$ cat src/rtl/hazard_ctrl_if.sv
// Signal bundle between the pipeline datapath and the hazard controller.
// The datapath side uses the master modport; the controller uses the slave modport.
interface hazard_ctrl_if #(
  parameter int unsigned CNT_W = 16
);
  logic             id_valid;
  logic [4:0]       id_rs;
  logic [4:0]       id_rt;
  logic             ex_memread;
  logic [4:0]       ex_rt;
  logic             mem_branch_taken;
  logic             dmem_req;
  logic             dmem_ready;

  logic             pc_write;
  logic             if_id_write;
  logic             id_ex_bubble;
  logic             if_id_flush;
  logic             id_ex_flush;
  logic             ex_mem_flush;
  logic             pipe_hold;
  logic [1:0]       state;
  logic             err;
  logic [CNT_W-1:0] stall_count;
  logic [CNT_W-1:0] flush_count;

  modport master (
    output id_valid, id_rs, id_rt, ex_memread, ex_rt, mem_branch_taken, dmem_req, dmem_ready,
    input  pc_write, if_id_write, id_ex_bubble, if_id_flush, id_ex_flush, ex_mem_flush,
           pipe_hold, state, err, stall_count, flush_count
  );

  modport slave (
    input  id_valid, id_rs, id_rt, ex_memread, ex_rt, mem_branch_taken, dmem_req, dmem_ready,
    output pc_write, if_id_write, id_ex_bubble, if_id_flush, id_ex_flush, ex_mem_flush,
           pipe_hold, state, err, stall_count, flush_count
  );
endinterface

$ cat src/rtl/hazard_ctrl.sv
// Pipeline hazard controller: load-use stall, branch flush, data-memory wait hold with timeout,
// plus saturating stall/flush statistics.
module hazard_ctrl #(
  parameter int unsigned CNT_W    = 16,
  parameter int unsigned WAIT_MAX = 15
) (
  input  logic         clk,
  input  logic         rst_n,
  hazard_ctrl_if.slave io_bus
);

  localparam int unsigned WaitW = $clog2(WAIT_MAX + 1);

  typedef enum logic [1:0] {
    StRun     = 2'b00,
    StLuStall = 2'b01,
    StMemWait = 2'b10,
    StError   = 2'b11
  } state_e;

  state_e           r_state, w_state_d;
  logic [WaitW-1:0] r_wait, w_wait_d;
  logic             r_err, w_err_d;
  logic [CNT_W-1:0] r_stall_count, r_flush_count;

  logic w_load_use, w_mem_wait;
  logic w_pc_write, w_if_id_write, w_bubble, w_flush, w_hold;

  assign w_load_use = io_bus.id_valid & io_bus.ex_memread & (io_bus.ex_rt != 5'd0) &
                      ((io_bus.ex_rt == io_bus.id_rs) | (io_bus.ex_rt == io_bus.id_rt));
  assign w_mem_wait = io_bus.dmem_req & ~io_bus.dmem_ready;

  always_comb begin
    w_state_d     = r_state;
    w_wait_d      = r_wait;
    w_err_d       = r_err;
    w_pc_write    = 1'b1;
    w_if_id_write = 1'b1;
    w_bubble      = 1'b0;
    w_flush       = 1'b0;
    w_hold        = 1'b0;

    unique case (r_state)
      StRun, StLuStall: begin
        if (w_mem_wait) begin
          w_hold        = 1'b1;
          w_pc_write    = 1'b0;
          w_if_id_write = 1'b0;
          w_state_d     = StMemWait;
          w_wait_d      = WaitW'(1);
        end else if (io_bus.mem_branch_taken) begin
          w_flush   = 1'b1;
          w_state_d = StRun;
        end else if (w_load_use && (r_state == StRun)) begin
          w_pc_write    = 1'b0;
          w_if_id_write = 1'b0;
          w_bubble      = 1'b1;
          w_state_d     = StLuStall;
        end else begin
          w_state_d = StRun;
        end
      end
      StMemWait: begin
        if (io_bus.dmem_ready) begin
          // A branch held back behind the memory wait takes effect on the release cycle.
          w_flush   = io_bus.mem_branch_taken;
          w_wait_d  = '0;
          w_state_d = StRun;
        end else begin
          w_hold        = 1'b1;
          w_pc_write    = 1'b0;
          w_if_id_write = 1'b0;
          if (r_wait == WaitW'(WAIT_MAX)) begin
            w_state_d = StError;
            w_err_d   = 1'b1;
          end else begin
            w_wait_d = r_wait + WaitW'(1);
          end
        end
      end
      StError: begin
        w_hold        = 1'b1;
        w_pc_write    = 1'b0;
        w_if_id_write = 1'b0;
        w_err_d       = 1'b1;
      end
    endcase

    // Reset forces the idle control pattern even before the clock runs.
    if (!rst_n) begin
      w_pc_write    = 1'b1;
      w_if_id_write = 1'b1;
      w_bubble      = 1'b0;
      w_flush       = 1'b0;
      w_hold        = 1'b0;
    end
  end

  always_ff @(posedge clk or negedge rst_n) begin
    if (!rst_n) begin
      r_state       <= StRun;
      r_wait        <= '0;
      r_err         <= 1'b0;
      r_stall_count <= '0;
      r_flush_count <= '0;
    end else begin
      r_state <= w_state_d;
      r_wait  <= w_wait_d;
      r_err   <= w_err_d;
      if ((w_hold || w_bubble) && (r_stall_count != '1)) begin
        r_stall_count <= r_stall_count + CNT_W'(1);
      end
      if (w_flush && (r_flush_count != '1)) begin
        r_flush_count <= r_flush_count + CNT_W'(1);
      end
    end
  end

  assign io_bus.pc_write     = w_pc_write;
  assign io_bus.if_id_write  = w_if_id_write;
  assign io_bus.id_ex_bubble = w_bubble;
  assign io_bus.if_id_flush  = w_flush;
  assign io_bus.id_ex_flush  = w_flush;
  assign io_bus.ex_mem_flush = w_flush;
  assign io_bus.pipe_hold    = w_hold;
  assign io_bus.state        = r_state;
  assign io_bus.err          = r_err;
  assign io_bus.stall_count  = r_stall_count;
  assign io_bus.flush_count  = r_flush_count;

endmodule

$ cat src/flat_wrapper.sv
// flat-port wrapper written by rule: the top's interface ports become plain ports
module hazard_ctrl_flat 
#(
  parameter int unsigned CNT_W    = 16,
  parameter int unsigned WAIT_MAX = 15
)
  (clk, rst_n, io_bus_id_valid, io_bus_id_rs, io_bus_id_rt, io_bus_ex_memread, io_bus_ex_rt, io_bus_mem_branch_taken, io_bus_dmem_req, io_bus_dmem_ready, io_bus_pc_write, io_bus_if_id_write, io_bus_id_ex_bubble, io_bus_if_id_flush, io_bus_id_ex_flush, io_bus_ex_mem_flush, io_bus_pipe_hold, io_bus_state, io_bus_err, io_bus_stall_count, io_bus_flush_count);
  hazard_ctrl_if #(.CNT_W(CNT_W)) io_bus_i ();
  input  logic clk;
  input  logic rst_n;
  input wire logic [$bits(io_bus_i.id_valid)-1:0] io_bus_id_valid;
  input wire logic [$bits(io_bus_i.id_rs)-1:0] io_bus_id_rs;
  input wire logic [$bits(io_bus_i.id_rt)-1:0] io_bus_id_rt;
  input wire logic [$bits(io_bus_i.ex_memread)-1:0] io_bus_ex_memread;
  input wire logic [$bits(io_bus_i.ex_rt)-1:0] io_bus_ex_rt;
  input wire logic [$bits(io_bus_i.mem_branch_taken)-1:0] io_bus_mem_branch_taken;
  input wire logic [$bits(io_bus_i.dmem_req)-1:0] io_bus_dmem_req;
  input wire logic [$bits(io_bus_i.dmem_ready)-1:0] io_bus_dmem_ready;
  output wire logic [$bits(io_bus_i.pc_write)-1:0] io_bus_pc_write;
  output wire logic [$bits(io_bus_i.if_id_write)-1:0] io_bus_if_id_write;
  output wire logic [$bits(io_bus_i.id_ex_bubble)-1:0] io_bus_id_ex_bubble;
  output wire logic [$bits(io_bus_i.if_id_flush)-1:0] io_bus_if_id_flush;
  output wire logic [$bits(io_bus_i.id_ex_flush)-1:0] io_bus_id_ex_flush;
  output wire logic [$bits(io_bus_i.ex_mem_flush)-1:0] io_bus_ex_mem_flush;
  output wire logic [$bits(io_bus_i.pipe_hold)-1:0] io_bus_pipe_hold;
  output wire logic [$bits(io_bus_i.state)-1:0] io_bus_state;
  output wire logic [$bits(io_bus_i.err)-1:0] io_bus_err;
  output wire logic [$bits(io_bus_i.stall_count)-1:0] io_bus_stall_count;
  output wire logic [$bits(io_bus_i.flush_count)-1:0] io_bus_flush_count;
  assign io_bus_i.id_valid = io_bus_id_valid;
  assign io_bus_i.id_rs = io_bus_id_rs;
  assign io_bus_i.id_rt = io_bus_id_rt;
  assign io_bus_i.ex_memread = io_bus_ex_memread;
  assign io_bus_i.ex_rt = io_bus_ex_rt;
  assign io_bus_i.mem_branch_taken = io_bus_mem_branch_taken;
  assign io_bus_i.dmem_req = io_bus_dmem_req;
  assign io_bus_i.dmem_ready = io_bus_dmem_ready;
  assign io_bus_pc_write = io_bus_i.pc_write;
  assign io_bus_if_id_write = io_bus_i.if_id_write;
  assign io_bus_id_ex_bubble = io_bus_i.id_ex_bubble;
  assign io_bus_if_id_flush = io_bus_i.if_id_flush;
  assign io_bus_id_ex_flush = io_bus_i.id_ex_flush;
  assign io_bus_ex_mem_flush = io_bus_i.ex_mem_flush;
  assign io_bus_pipe_hold = io_bus_i.pipe_hold;
  assign io_bus_state = io_bus_i.state;
  assign io_bus_err = io_bus_i.err;
  assign io_bus_stall_count = io_bus_i.stall_count;
  assign io_bus_flush_count = io_bus_i.flush_count;
  hazard_ctrl #(.CNT_W(CNT_W), .WAIT_MAX(WAIT_MAX)) u_core (.clk(clk), .rst_n(rst_n), .io_bus(io_bus_i));
endmodule
$ cat config.mk
export PLATFORM = sky130hd
export DESIGN_NAME = hazard_ctrl_flat
export DESIGN_NICKNAME = d
export VERILOG_FILES = /design/src/rtl/hazard_ctrl_if.sv /design/src/rtl/hazard_ctrl.sv /design/src/flat_wrapper.sv
export SDC_FILE = /design/constraint.sdc
export NUM_CORES = 1
export LEC_CHECK = 0
export CAP_MARGIN = 10
export CORE_ASPECT_RATIO = 0.8
export CORE_MARGIN = 1
export CORE_UTILIZATION = 42
export DETAILED_ROUTE_END_ITERATION = 8
export DONT_BUFFER_PORTS = 1
export GPL_TIMING_DRIVEN = 1
export PLACE_DENSITY_LB_ADDON = 0.12
export SKIP_CTS_REPAIR_TIMING = 1
export SLEW_MARGIN = 10
export SYNTH_ARGS = -nofsm -noshare
export SYNTH_HDL_FRONTEND = slang
export SYNTH_SLANG_ARGS = --single-unit
$ cat constraint.sdc
create_clock -name clk -period 2.63 [get_ports clk]
set_input_delay 0.526 -clock clk [delete_from_list [all_inputs] [get_ports clk]]
set_output_delay 0.526 -clock clk [all_outputs]
set_load 0.03 [all_outputs]
==> impl_metrics.toml, run 1 <==
[status]
outcome = "finished clean"

[timing]
rsz0062_at_grt = "false"
tns_ns = 0
final.period_utilization = 0.882
slew_violations = 0
finClkSkew_ns = 0.0143
tightest_slew_ns = 0.582
fin_crit_ns = 2.32
hold_violations = 0
relSlewSlack = 0.611
setup_viol = 0
fmax_mhz = 431

[place]
place_hpwl_um = 3110
io_buffers = 0
place_inst = 265
globalplace.congestion = 0.847

[layout]
fin_cells = 274
area.sequential_um2 = 977
insertedDiodeCount = 0
final_util = 0.487
n_fill_cell = 424
area_growth_pct = 10.5
multiInputGateArea_um2 = 1020
num-nets-final = 238
drive_gt1_frac = 0.112

[cts]
clk_latency_ns = 0.30
htreeDepth = 2
cts_tree = "done"
clockBufferDepth = 2
clock_sinks = 39
clk_pin_slew_worst_paths_ns = 0.09
cts_buffers = 5
ctsRootBufferMaster = "clkbuf_8"

[yosys]
syn_avg_cell_area_um2 = 10.0
synth_area_leaders = "dfrtp_1 (48%), xnor2_1 (11%), xor2_1 (6.0%)"
yosysTopAreaCell = "dfrtp_1"
synth_ff_type = "dfrtp_1"
synth-seq-area-share = 0.479
syn-instance-count = 203
synth_top_area_share = 0.479
ys_seq_elements = 39
synthArstFlopShare = 1.00
syn_nets = 228
syn-cell-area_um2 = 2040
ys_warn_count = 0
synth_cell_types = 36
synth_edf_count = 0

[critical_path]
r2r_slack_ns = 0.51
crit_start = "u_core.io_bus.state[1]"
worstSetupPathType = "reg2out"
arrival_ns = 1.79
reg2regPathDepth = 6
required_ns = 2.10
cp.depth = 4
slowest_stage = "dfrtp_2"
end_kind = "output port"
timing.critical_path.to = "io_bus_ex_mem_flush"
cp_top_family = "compound AO/OA/AOI/OAI gates"
r2r_start = "u_core.io_bus.stall_count[0]"
startpoint_type = "register"
r2r-end = "u_core.io_bus.stall_count[1]"
cpPeakStageDelay_ns = 0.54
critPathBufInv = 2
path_cells = "a21boi_0, o211ai_1, inv_1, buf_4"
cp_max_fo = 10

[routing]
antenna_left = 0
vias = 1541
drt_iter0_drc = 74
remaining_drc_errors = 0
dr.pass1.iters = 4
viasPerCell = 5.62
routed_wl_um = 4340
wl_per_cell_um = 15.9

[job]
cap_violations = 0

[grt]
grt_max_degree = 44
gr-total-overflow = 0
grt_pass1_wl_um = 7070
antenna_found_initial = 0
grt_use_total = 0.181
first_global_vias = 1505

[power_and_ir_drop]
swShare = 0.400
leakagePower_nw = 0.954
power_density_nw_per_um2 = 723
vdd_drop_max_mv = 0.336
power_switching_w = 0.000651
power_frac_seq = 0.593
internal_power_w = 0.000978
clkPwrFrac = 0.260
p_comb_frac = 0.147

[floorplanning]
die_w_um = 79.9
fp.dieArea_um2 = 5140
num_io_pins = 64
fp-row-count = 22
initial_core_util = 0.441
die_h_um = 64.3
fp.coreArea_um2 = 4620

[min_path]
hold_class = "in2async"
-- cell families after synthesis --
group	synth area share
AND/OR/NAND/NOR	0.230
XOR/XNOR	0.167
flip-flops	0.479
AO/OA/AOI/OAI	0.0736
buffers and inverters	0.0209
adder cells (fa/ha/maj)	0.0184
multiplexers	0.0110
-- Yosys cell counts (all sizes together), types with 2 or more instances --
cell and count:
nor4 3, o31ai 2, and3 6, xor2 14
inv 4, buf 4, nor2 20, or3 2
nand3 18, nand4 10, ha 3, a31oi 2
xnor2 25, nor3 6, nand2 19, o211ai 2
mux2 2, dfrtp 39, o21ai 7
-- worst min-delay path by stage --
stage,start,to,cells past startpoint
floorplan,rst_n,u_core.io_bus.err,0
global placement,rst_n,u_core.io_bus.stall_count[8],0
detailed placement,rst_n,u_core.io_bus.stall_count[8],0
CTS,rst_n,u_core.io_bus.stall_count[8],0
global route,rst_n,u_core.io_bus.stall_count[8],1
finish,rst_n,u_core.io_bus.stall_count[8],1
-- cell type report --
class / count / share of cell area
tap: 60 / 0.0333
timing repair buffer: 7 / 0.0322
clock buffer: 5 / 0.0305
sequential: 39 / 0.434
inverter: 4 / 0.00666
multi-input combinational: 156 / 0.453
clock inverter: 3 / 0.0105
-- sequential cells by signal, summed over array words and instances (netlist names) --
| signal | cells |
|---|---|
| u_core.io_bus.flush_count | 16 |
| u_core.io_bus.stall_count | 16 |
| u_core.r_wait | 4 |
| u_core.io_bus.err | 1 |
| u_core.io_bus.state | 2 |
-- worst reg2reg max path: cells and delay by family, from the launching register on --
kind	cells	cell delay, ns
DFF	1	0.55
AOI/OAI and AO/OA	2	0.61
and+or+nand+nor	2	0.18
adders and majority gates	1	0.30
muxes	1	0.38
-- layout by cell type (no fill, tap or decap), drive strengths merged, types with 2 or more instances in the layout --
cell type / count
dfrtp: 39
xnor2: 25
nor2: 20
nand2: 19
nand3: 18
xor2: 14
nand4: 10
o21ai: 7
buf: 7
nor3: 6
and3: 6
clkbuf: 5
inv: 5
nor4: 3
ha: 3
or3: 2
mux2: 2
o31ai: 2
a31oi: 2
clkinvlp: 2
o211ai: 2
-- layer usage --
layer | share of wire | track usage | up-vias
met3 | 0.083 | 0.0686 | 2
met4 | 0.0032 | 0.0513 | 0
met1 | 0.49 | 0.251 | 753
met5 | 0 | 0 | -
met2 | 0.42 | 0.261 | 59
li1 | - | - | 727
-- through the flow --
step                hold slack [ns]  worst slack (ns)  instance area (um2)  total power (W)
floorplan                     0.230            0.0535                 2040          0.00113
global placement              0.231             0.345                 2130          0.00118
detailed placement            0.231             0.338                 2130          0.00120
CTS                          -0.102             0.143                 2220          0.00163
global route                 0.0296             0.195                 2250          0.00173
finish                       0.0407             0.310                 2250          0.00163
-- power groups by stage --
stage               Clock [W]  Combinational [W]  Sequential, W
global route         0.000477           0.000269       0.000979
CTS                  0.000438           0.000224       0.000965
floorplan                   0           0.000184       0.000944
detailed placement          0           0.000222       0.000979
finish               0.000424           0.000239       0.000966
global placement            0           0.000210       0.000974
Power figures use the tool's default switching activity.
==> run 2, diff against run 1 <==
--- a/config.mk
+++ b/config.mk
@@ -12,6 +12,7 @@
 export DETAILED_ROUTE_END_ITERATION = 8
 export DONT_BUFFER_PORTS = 1
 export GPL_TIMING_DRIVEN = 1
+export MAX_ROUTING_LAYER = met4
 export PLACE_DENSITY_LB_ADDON = 0.12
 export SKIP_CTS_REPAIR_TIMING = 1
 export SLEW_MARGIN = 10
==> constraint.sdc (replaced) <==
create_clock -name clk -period 2.63 [get_ports clk]
set_input_delay 0.1315 -clock clk [delete_from_list [all_inputs] [get_ports clk]]
set_output_delay 0.1315 -clock clk [all_outputs]
set_load 0.03 [all_outputs]
==> run 2 against run 1 <==
Via count fell by 1.2%; core utilization up 0.19 points; register-to-register slack worse by 0.07 ns; critical path depth increased by 1; cell area is 0.39% higher; largest power group unchanged.
==> impl_metrics.toml, run 2 (same netlist as run 1, synthesis figures left out) <==
[min_path]
hold_depth = 2
min_from = "io_bus_dmem_req"
hold_class = "in2reg"
holdPathEnd = "u_core.io_bus.state[1]"

[cts]
clk_pin_slew_worst_paths_ns = 0.07
clock_sinks = 39
cts_tree = "done"
ctsRootBufferMaster = "clkbuf_8"
htreeDepth = 2
cts_buffers = 5
clockBufferDepth = 2
clk_latency_ns = 0.28

[critical_path]
r2r_start = "u_core.io_bus.state[1]"
cp_top_family = "compound AO/OA/AOI/OAI gates"
arrival_ns = 2.36
required_ns = 2.80
startpoint_type = "register"
cpPeakStageDelay_ns = 0.57
r2r_slack_ns = 0.44
crit_start = "u_core.io_bus.state[1]"
critPathBufInv = 0
reg2regPathDepth = 5
r2r-end = "u_core.io_bus.stall_count[1]"
slowest_stage = "dfrtp_1"
cp_max_fo = 10
end_kind = "register"
worstSetupPathType = "reg2reg"
path_cells = "and4bb_1, o211ai_2, a22o_2, a211oi_4, mux2_2"

[grt]
grt_max_degree = 44
antenna_found_initial = 0
grt_pass1_wl_um = 6970
gr-total-overflow = 0
grt_use_total = 0.184
first_global_vias = 1531

[place]
post-place-ws_ns = 0.445
place_hpwl_um = 3170
globalplace.congestion = 0.812
io_buffers = 0

[layout]
layout_commonest_cell = "dfrtp_1"
insertedDiodeCount = 0
layout_common_cells = "dfrtp_1 (39), xnor2_1 (25), nor2_1 (20)"
multiInputGateArea_um2 = 1020
area.sequential_um2 = 976
area_growth_pct = 10.9
drive_gt1_frac = 0.0981
n_fill_cell = 441
num-nets-final = 238

[timing]
worst_slack_ns = 0.438
tns_ns = 0
rsz0062_at_grt = "false"
tightest_slew_ns = 0.560
fmax_mhz = 456
fin_crit_ns = 2.19
slew_violations = 0
finClkSkew_ns = 0.00632
setup_viol = 0
hold_violations = 0
relSlewSlack = 0.625
final.period_utilization = 0.834

[routing]
dr.pass1.iters = 4
viasPerCell = 5.56
antenna_left = 0
vias = 1523
wl_per_cell_um = 15.5
drt_iter0_drc = 65
remaining_drc_errors = 0
routed_wl_um = 4240

[job]
cap_violations = 0

[floorplanning]
initial_core_util = 0.441
die_h_um = 64.3
die_w_um = 79.9
fp.coreArea_um2 = 4620
fp-row-count = 22
fp.dieArea_um2 = 5140
num_io_pins = 64

[power_and_ir_drop]
power_density_nw_per_um2 = 725
vdd_drop_max_mv = 0.290
leakagePower_nw = 0.965

[status]
outcome = "finished clean"
## run 2: power breakdown
group / switching [W] / total (W) / internal, W
clock network: 0.000197 / 0.000436 / 0.000239
registers: 0.000291 / 0.000969 / 0.000678
logic: 0.000125 / 0.000234 / 0.000110
total: 0.000612 / 0.00164 / 0.00103
## run 2: how the worst max path moves through the flow
stage / end / slack, ns / depth (start not counted)
2_1_floorplan: u_core.io_bus.flush_count[11] / 0.55 / 7
3_3_place_gp: u_core.io_bus.stall_count[1] / 0.52 / 5
5_1_grt: u_core.io_bus.flush_count[9] / 0.24 / 7
6_report: u_core.io_bus.stall_count[1] / 0.44 / 5
4_1_cts: u_core.io_bus.stall_count[1] / 0.42 / 5
3_5_place_dp: u_core.io_bus.stall_count[1] / 0.44 / 5
## run 2: metrics by stage
stage	hold slack, ns	power (W)	std cells	cell area, um2	util
floorplan	-0.164	0.00113	203	2040	-
global placement	-0.163	0.00118	264	2120	0.459
detailed placement	-0.163	0.00120	264	2120	0.459
CTS	-0.477	0.00164	272	2220	0.481
global route	0.0301	0.00173	274	2260	0.489
finish	0.00949	0.00164	274	2260	0.489
## run 2: cell type report
class                   count  area share
multi-input cells         156       0.451
flip-flops and latches     39       0.431
clock buffers               8      0.0442
well taps                  60      0.0332
inverters                   4     0.00664
repair buffers              7      0.0332
## run 2: per-layer routing
layer | wire, um | part of all wire | vias to the layer above | GRT usage
met5 | 0 | 0 | - | -
met4 | 38 | 0.0090 | 0 | 0.0692
met3 | 308 | 0.073 | 5 | 0.0586
met2 | 1800 | 0.42 | 53 | 0.276
met1 | 2100 | 0.50 | 735 | 0.233
li1 | - | - | 730 | -
